[config.mk]
export PLATFORM = sky130hd
export DESIGN_NAME = mc_ctrl
export DESIGN_NICKNAME = d
export VERILOG_FILES = /design/src/rtl/mc_ctrl_pkg.sv /design/src/rtl/mc_ctrl_decode.sv /design/src/rtl/mc_ctrl.sv
export SDC_FILE = /design/constraint.sdc
export NUM_CORES = 1
export LEC_CHECK = 0
export CORE_MARGIN = 4
export CORE_UTILIZATION = 42
export CTS_CLUSTER_SIZE = 14
export DETAILED_ROUTE_END_ITERATION = 6
export PLACE_DENSITY = 0.84
export SLEW_MARGIN = 10
export SYNTH_ARGS = -nofsm -noshare
export SYNTH_HDL_FRONTEND = slang
export SYNTH_SLANG_ARGS = --single-unit
[constraint.sdc]
create_clock -name clk -period 2 [get_ports clk]
set_input_delay 0.4 -clock clk [delete_from_list [all_inputs] [get_ports clk]]
set_output_delay 0.4 -clock clk [all_outputs]
set_load 0.01 [all_outputs]
[src/rtl/mc_ctrl_pkg.sv]
// Shared types and encodings for the multi-cycle MIPS-subset control unit.
// Optional feature macro: MC_CTRL_ILLEGAL_TRAP_EN (trap illegal opcodes into ERR).
package mc_ctrl_pkg;

   typedef enum logic [2:0] {
      S_FETCH  = 3'd0,
      S_DECODE = 3'd1,
      S_EXEC   = 3'd2,
      S_MEM    = 3'd3,
      S_WB     = 3'd4,
      S_ERR    = 3'd5
   } state_e;

   // Existing datapath ALU encoding
   localparam logic [3:0] ALU_NOP  = 4'd0;
   localparam logic [3:0] ALU_ADD  = 4'd1;
   localparam logic [3:0] ALU_SUB  = 4'd2;
   localparam logic [3:0] ALU_AND  = 4'd3;
   localparam logic [3:0] ALU_OR   = 4'd4;
   localparam logic [3:0] ALU_SLT  = 4'd5;
   localparam logic [3:0] ALU_SLTU = 4'd6;
   localparam logic [3:0] ALU_SLL  = 4'd7;
   localparam logic [3:0] ALU_LUI  = 4'd8;
   localparam logic [3:0] ALU_NOR  = 4'd9;

   localparam logic [1:0] NPC_PLUS4  = 2'b00;
   localparam logic [1:0] NPC_BRANCH = 2'b01;
   localparam logic [1:0] NPC_JUMP   = 2'b10;

   localparam logic [1:0] GPR_RD = 2'b00;
   localparam logic [1:0] GPR_RT = 2'b01;
   localparam logic [1:0] GPR_RA = 2'b10;

   localparam logic [1:0] WD_ALU = 2'b00;
   localparam logic [1:0] WD_MEM = 2'b01;
   localparam logic [1:0] WD_PC  = 2'b10;

   localparam logic [5:0] OP_RTYPE = 6'h00;
   localparam logic [5:0] OP_J     = 6'h02;
   localparam logic [5:0] OP_JAL   = 6'h03;
   localparam logic [5:0] OP_BEQ   = 6'h04;
   localparam logic [5:0] OP_BNE   = 6'h05;
   localparam logic [5:0] OP_ADDI  = 6'h08;
   localparam logic [5:0] OP_SLTI  = 6'h0A;
   localparam logic [5:0] OP_ANDI  = 6'h0C;
   localparam logic [5:0] OP_ORI   = 6'h0D;
   localparam logic [5:0] OP_LUI   = 6'h0F;
   localparam logic [5:0] OP_LW    = 6'h23;
   localparam logic [5:0] OP_SW    = 6'h2B;

   localparam logic [5:0] F_SLL  = 6'h00;
   localparam logic [5:0] F_ADD  = 6'h20;
   localparam logic [5:0] F_ADDU = 6'h21;
   localparam logic [5:0] F_SUB  = 6'h22;
   localparam logic [5:0] F_SUBU = 6'h23;
   localparam logic [5:0] F_AND  = 6'h24;
   localparam logic [5:0] F_OR   = 6'h25;
   localparam logic [5:0] F_NOR  = 6'h27;
   localparam logic [5:0] F_SLT  = 6'h2A;
   localparam logic [5:0] F_SLTU = 6'h2B;

   // One-hot instruction class; jal is 'link', plain j is 'jump'
   typedef struct packed {
      logic rtype;
      logic ialu;
      logic load;
      logic store;
      logic branch;
      logic jump;
      logic link;
      logic illegal;
   } instr_cls_t;

endpackage

[src/rtl/mc_ctrl_decode.sv]
// Combinational opcode/funct decoder: instruction class plus EXEC-state ALU controls.
module mc_ctrl_decode
   import mc_ctrl_pkg::*;
(
   input  logic [5:0]  op_i,
   input  logic [5:0]  funct_i,
   output instr_cls_t  cls_o,
   output logic [3:0]  alu_op_o,
   output logic        alu_src_o,
   output logic        ext_op_o
);

   always_comb begin
      cls_o     = '0;
      alu_op_o  = ALU_NOP;
      alu_src_o = 1'b0;
      ext_op_o  = 1'b0;
      case (op_i)
         OP_RTYPE: begin
            cls_o.rtype = 1'b1;
            case (funct_i)
               F_ADD, F_ADDU: alu_op_o = ALU_ADD;
               F_SUB, F_SUBU: alu_op_o = ALU_SUB;
               F_AND:         alu_op_o = ALU_AND;
               F_OR:          alu_op_o = ALU_OR;
               F_NOR:         alu_op_o = ALU_NOR;
               F_SLT:         alu_op_o = ALU_SLT;
               F_SLTU:        alu_op_o = ALU_SLTU;
               F_SLL:         alu_op_o = ALU_SLL;
               default: begin
                  cls_o.rtype   = 1'b0;
                  cls_o.illegal = 1'b1;
               end
            endcase
         end
         OP_ADDI: begin cls_o.ialu = 1'b1; alu_op_o = ALU_ADD; alu_src_o = 1'b1; ext_op_o = 1'b1; end
         OP_SLTI: begin cls_o.ialu = 1'b1; alu_op_o = ALU_SLT; alu_src_o = 1'b1; ext_op_o = 1'b1; end
         OP_ANDI: begin cls_o.ialu = 1'b1; alu_op_o = ALU_AND; alu_src_o = 1'b1; end
         OP_ORI:  begin cls_o.ialu = 1'b1; alu_op_o = ALU_OR;  alu_src_o = 1'b1; end
         OP_LUI:  begin cls_o.ialu = 1'b1; alu_op_o = ALU_LUI; alu_src_o = 1'b1; end
         OP_LW:   begin cls_o.load  = 1'b1; alu_op_o = ALU_ADD; alu_src_o = 1'b1; ext_op_o = 1'b1; end
         OP_SW:   begin cls_o.store = 1'b1; alu_op_o = ALU_ADD; alu_src_o = 1'b1; ext_op_o = 1'b1; end
         OP_BEQ, OP_BNE: begin cls_o.branch = 1'b1; alu_op_o = ALU_SUB; end
         OP_J:    cls_o.jump = 1'b1;
         OP_JAL:  cls_o.link = 1'b1;
         default: cls_o.illegal = 1'b1;
      endcase
   end

endmodule

[src/rtl/mc_ctrl.sv]
// Multi-cycle control FSM: FETCH/DECODE/EXEC/MEM/WB sequencing and memory handshake.
// Optional feature macro: MC_CTRL_ILLEGAL_TRAP_EN (illegal opcodes trap into sticky ERR).
module mc_ctrl
   import mc_ctrl_pkg::*;
(
   input  logic       clk,
   input  logic       rst,
   input  logic [5:0] Op,
   input  logic [5:0] Funct,
   input  logic       Zero,
   input  logic       mem_rdy,
   output logic       mem_req,
   output logic       IorD,
   output logic       IRWrite,
   output logic       PCWrite,
   output logic [1:0] NPCOp,
   output logic       RegWrite,
   output logic       MemWrite,
   output logic       ALUSrc,
   output logic       EXTOp,
   output logic [3:0] ALUOp,
   output logic [1:0] GPRSel,
   output logic [1:0] WDSel,
   output logic [2:0] state,
   output logic       illegal
);

   state_e     state_q, state_d;
   instr_cls_t cls;
   logic [3:0] dec_alu_op;
   logic       dec_alu_src, dec_ext_op;

   mc_ctrl_decode u_decode (
      .op_i      (Op),
      .funct_i   (Funct),
      .cls_o     (cls),
      .alu_op_o  (dec_alu_op),
      .alu_src_o (dec_alu_src),
      .ext_op_o  (dec_ext_op)
   );

   always_ff @(posedge clk) begin
      if (rst) state_q <= S_FETCH;
      else     state_q <= state_d;
   end

   // Outputs stay zero during rst so an in-flight MEM request never commits
   always_comb begin
      state_d  = state_q;
      mem_req  = 1'b0;
      IorD     = 1'b0;
      IRWrite  = 1'b0;
      PCWrite  = 1'b0;
      NPCOp    = NPC_PLUS4;
      RegWrite = 1'b0;
      MemWrite = 1'b0;
      ALUSrc   = 1'b0;
      EXTOp    = 1'b0;
      ALUOp    = ALU_NOP;
      GPRSel   = GPR_RD;
      WDSel    = WD_ALU;
      if (!rst) begin
         case (state_q)
            S_FETCH: begin
               mem_req = 1'b1;
               if (mem_rdy) begin
                  IRWrite = 1'b1;
                  PCWrite = 1'b1;
                  state_d = S_DECODE;
               end
            end
            S_DECODE: begin
               if (cls.jump || cls.link) begin
                  PCWrite = 1'b1;
                  NPCOp   = NPC_JUMP;
                  state_d = S_FETCH;
                  if (cls.link) begin
                     RegWrite = 1'b1;
                     GPRSel   = GPR_RA;
                     WDSel    = WD_PC;
                  end
               end else if (cls.illegal) begin
`ifdef MC_CTRL_ILLEGAL_TRAP_EN
                  state_d = S_ERR;
`else
                  state_d = S_FETCH;
`endif
               end else begin
                  state_d = S_EXEC;
               end
            end
            S_EXEC: begin
               ALUOp  = dec_alu_op;
               ALUSrc = dec_alu_src;
               EXTOp  = dec_ext_op;
               if (cls.branch) begin
                  NPCOp   = NPC_BRANCH;
                  // Op[0] separates bne (0x05) from beq (0x04)
                  PCWrite = Op[0] ? ~Zero : Zero;
                  state_d = S_FETCH;
               end else if (cls.load || cls.store) begin
                  state_d = S_MEM;
               end else begin
                  state_d = S_WB;
               end
            end
            S_MEM: begin
               mem_req  = 1'b1;
               IorD     = 1'b1;
               MemWrite = cls.store;
               if (mem_rdy) state_d = cls.store ? S_FETCH : S_WB;
            end
            S_WB: begin
               RegWrite = 1'b1;
               if (cls.load) begin
                  GPRSel = GPR_RT;
                  WDSel  = WD_MEM;
               end else if (cls.ialu) begin
                  GPRSel = GPR_RT;
               end
               state_d = S_FETCH;
            end
            S_ERR: begin
`ifdef MC_CTRL_ILLEGAL_TRAP_EN
               state_d = S_ERR;
`else
               state_d = S_FETCH;
`endif
            end
            default: state_d = S_FETCH;
         endcase
      end
   end

   assign state = rst ? 3'd0 : state_q;

`ifdef MC_CTRL_ILLEGAL_TRAP_EN
   assign illegal = !rst && (state_q == S_ERR);
`else
   assign illegal = 1'b0;
`endif

endmodule

==> results.json, run 1 <==
{
  "status": "did not finish",
  "lastStage": "5_1_grt",
  "toolErrorMsg": "[ERROR DPL-0038] Utilization greater than 100%, impossible to legalize",
  "post-place-ws_ns": -0.975,
  "async_flop_share_pct": 0,
  "rows": 15,
  "synth_area_leaders": "dfxtp_1 7.1%, nor2_1 6.7%, nor2b_1 4.4%",
  "htreeDepth": 1,
  "crit_endpoint": "ALUOp[3]",
  "netlist_area_um2": 846,
  "cts.sinks": 3,
  "synth_most_common_cell": "nor2_1",
  "hpwl_mm": 2.45,
  "synth_enable_flop_cells": 0,
  "synth_cells": 127,
  "syn_area_per_cell_um2": 6.66,
  "die_h_um": 52.9,
  "die_w_um": 52.9,
  "grt_max_degree": 16,
  "start_util_pct": 46.5,
  "ys_top_cells_by_count": "15 x nor2_1, 8 x clkbuf_1, 8 x nand2_1, 7 x nor3_1, 6 x nor2b_1",
  "cts.path.max_buffers": 2,
  "ys_seq_area_share_pct": 7.10,
  "synth_seq_cells": 3,
  "syn-num-nets": 143,
  "postCtsHoldBufs": 0,
  "worstEpCategory": "top-level output",
  "cts_buffers": 3,
  "cts-root-buf": "clkbuf_4",
  "yosysTopAreaCellShare_pct": 7.10,
  "io_pins": 38,
  "numPortBuffers": 36,
  "ys.flop_type": "dfxtp_1",
  "synth.distinct_cells": 53,
  "synth_largest_area_cell": "dfxtp_1",
  "yosysWarnings": 0,
  "place.gp.congestion": 0.841
}
==> kinds of logic after synthesis <==
| logic type | synth area share (%) |
|---|---|
| AND/OR/NAND/NOR | 53.4 |
| AO/OA/AOI/OAI | 23.8 |
| buffers and inverters | 10.9 |
| XOR/XNOR | 3.11 |
| flip-flops | 7.10 |
| multiplexers | 1.18 |
| other | 0.443 |
==> per-stage QoR <==
stage	setup TNS [ns]	hold slack [ns]	cells	cell area, um2	utilization (%)
after floorplan	0	0.510	127	852	-
after global placement	-12.51	0.708	210	1450	79.5
after detailed placement	-13.37	0.729	210	1450	79.5
after CTS	-0.636	0.530	233	1670	92.0
==> repair_timing <==
action	CTS
pin swaps	24
buffers inserted	19
endpoints found under the setup margin	21
gates resized for setup	130
==> run 2: changes to the inputs <==
CORE_AREA = 4 4 65 67   (was not set)
CORE_MARGIN = not set   (was 4)
CORE_UTILIZATION = not set   (was 42)
CTS_CLUSTER_SIZE = not set   (was 14)
DIE_AREA = 0 0 69 71   (was not set)
PLACE_DENSITY = not set   (was 0.84)
PLACE_DENSITY_LB_ADDON = 0.15   (was not set)
==> run 2 against run 1 <==
Against the previous run:
- the flow now finishes, with violations (negative setup slack)
- synthesized area unchanged
- synthesized cell count unchanged
==> results.json, run 2 <==
{
  "status": "finished with violations",
  "violations": "negative setup slack",
  "rsz0062_at_grt": "true",
  "fin_crit_sh_pct": 107,
  "route.detailed.drc": 0,
  "ys.flop_type": "dfxtp_1",
  "netlist_area_um2": 846,
  "r2r_start": "state_q[0]",
  "n_antenna_cell": 0,
  "fmax_ghz": 0.468,
  "path_delay_family": "simple AND/OR/NAND/NOR gates",
  "dr.pass1.iters": 4,
  "insertion_delay_ns": 0.22,
  "gr-usage-all-layers_pct": 13.0,
  "critical_path_class": "input port to primary output",
  "grt_max_degree": 16,
  "cp_num_buf_inv": 3,
  "grt_pass1_vias": 1201,
  "tritoncts": "built",
  "ys_top_cells_by_count": "15 x nor2_1, 8 x clkbuf_1, 8 x nand2_1, 7 x nor3_1, 6 x nor2b_1",
  "regToRegEndpoint": "state_q[1]",
  "htreeDepth": 1,
  "postCtsHoldBufs": 0,
  "final_area_um2": 1810,
  "final_common_cell": "buf_4",
  "whs_ns": 0.583,
  "cts-root-buf": "clkbuf_8",
  "syn_area_per_cell_um2": 6.66,
  "wl_per_cell_um": 13.8,
  "die_h_um": 71,
  "worstPathArrival_ns": 1.74,
  "syn-num-nets": 143,
  "routed_wl_mm": 3.52,
  "numPortBuffers": 36,
  "hp-class": "input port to flop",
  "total_power_uw": 488,
  "synth_enable_flop_cells": 0,
  "cts.path.max_buffers": 2,
  "whs_endpoint": "state_q[2]",
  "io_pins": 38,
  "ant_nets": 0,
  "setup_ws_ns": -0.136,
  "cts.clk_slew.worst_paths_ns": 0.03,
  "critPathLaunchType": "input port",
  "async_flop_share_pct": 0,
  "avgViaCountPerCell": 5.01,
  "largest_registers": "state_q x3",
  "start_util_pct": 23.3,
  "vdd_drop_max_mv": 0.124,
  "layout_common_cells": "44 x buf_4, 16 x buf_2, 15 x buf_6",
  "cts_buffers": 3,
  "cts.sinks": 3,
  "placed_area_um2": 1520,
  "critPathRequiredTime_ns": 1.60,
  "vias": 1282,
  "fin_nets": 225,
  "drive_gt1_share_pct": 58.7,
  "rows": 22,
  "yosysTopAreaCellShare_pct": 7.10,
  "die_w_um": 69,
  "crit_slowest_cell": "or4b_4",
  "synth_seq_cells": 3,
  "min_period_ns": 2.14,
  "crit_fanout": 2,
  "globalRouteOverflowTotal": 0,
  "critPathMaxStageDelay_ns": 0.57,
  "largest_reg_flops": 3,
  "yosysWarnings": 0,
  "regArea_um2": 60.1,
  "skew_ns": 0.00118,
  "drv_cap": 0,
  "min_from": "rst",
  "area_delta_synth_final_pct": 114,
  "grt_antenna_before_repair": 0,
  "slew_viol_final": 0,
  "path_cells": "buf_2 > or4b_4 > nor2_4 > nand2_2 > buf_6 > a2111oi_4 > buf_2",
  "crit_path_frequent_cell": "buf_2",
  "hold_viol": 0,
  "whs_path_depth": 3,
  "setup_viol": 7,
  "top_register": "state_q",
  "coreArea_um2": 3630,
  "end_kind": "primary output",
  "r2r_cells": 7,
  "hpwl_mm": 2.52,
  "die_area_um2": 4900,
  "synth.distinct_cells": 53,
  "drt_first_iter_violations": 51,
  "p_leak_nw": 0.794,
  "place.gp.congestion": 0.870,
  "finish.utilization_pct": 49.9,
  "powerDensity_nw_per_um2": 269,
  "synth_area_leaders": "dfxtp_1 7.1%, nor2_1 6.7%, nor2b_1 4.4%",
  "synth_cells": 127,
  "ys_seq_area_share_pct": 7.10,
  "fill_cells": 376,
  "ff2ff_setup_slack_ns": 0.55,
  "grt_pass1_wl_mm": 5.51,
  "multi_input_area_um2": 907,
  "synth_most_common_cell": "nor2_1",
  "synth_largest_area_cell": "dfxtp_1"
}
[run 2: cell counts after synthesis]
No cell type changed its count.
[run 2: cell type report]
type | count | area share, %
multi-input cells | 105 | 50.0
repair buffers | 93 | 40.2
flip-flops and latches | 3 | 3.31
well taps | 48 | 3.31
clock buffers | 4 | 2.48
inverters | 3 | 0.621
[run 2: timing repair]
action / in CTS / in global routing
setup endpoints to repair: 21 / 15
pin swaps: 24 / 21
buffers inserted: 7 / 6
gates resized for setup: 124 / 38
[run 2: cells by family (layout without fill, tap and decap cells)]
logic type / after synthesis / in the layout / share of synthesized area, %
and+or+nand+nor: 75 / 75 / 53.4
DFF: 3 / 3 / 7.10
other: 1 / 1 / 0.443
AOI/OAI and AO/OA: 25 / 25 / 23.8
buffers and inverters: 19 / 100 / 10.9
xor gates and xnor gates: 3 / 3 / 3.11
muxes: 1 / 1 / 1.18
[run 2: metal layers]
layer | global-route usage (%) | up-vias | part of all wire [%]
met5 | 0 | - | 0
met4 | 3.25 | 0 | 0.94
met3 | 1.85 | 4 | 2.6
met2 | 23.7 | 24 | 52
met1 | 16.0 | 620 | 45
li1 | - | 634 | -
[run 2: how the worst max path moves through the flow]
stage	startpoint	slack, ns	end	depth (start not counted)
detailed placement	Op[0]	-0.96	ALUOp[3]	6
finish	rst	-0.14	ALUOp[3]	7
CTS	state_q[0]	-0.18	ALUOp[3]	6
global placement	Op[0]	-0.86	GPRSel[0]	6
floorplan	Op[2]	0.01	ALUSrc	4
global route	state_q[0]	-0.20	ALUOp[3]	6
[run 2: stage by stage]
step	instances	TNS, ns	setup WS [ns]
floorplan	127	0	0.0124
global route	256	-0.697	-0.204
detailed placement	239	-13.99	-0.956
global placement	239	-13.11	-0.857
finish	256	-0.249	-0.136
CTS	250	-0.502	-0.177
[run 2: where the power goes]
| group | internal (mW) | leakage (nW) | switching, mW |
|---|---|---|---|
| logic | 0.133 | 0.747 | 0.116 |
| clock network | 0.136 | 0.0228 | 0.0406 |
| registers | 0.0621 | 0.0244 | 0.000930 |
[run 2: tightest hold or removal path, cell delays in order]
cell    delay [ns]
buf_2         0.09
buf_4         0.17
nor4_1        0.08
(Power assumes the default switching activity.)
==> run 3: changes to the inputs <==
CAP_MARGIN = 5   (was not set)
==> results of run 3 <==
No change in the layout: final DEF, timing and power equal those of run 2.
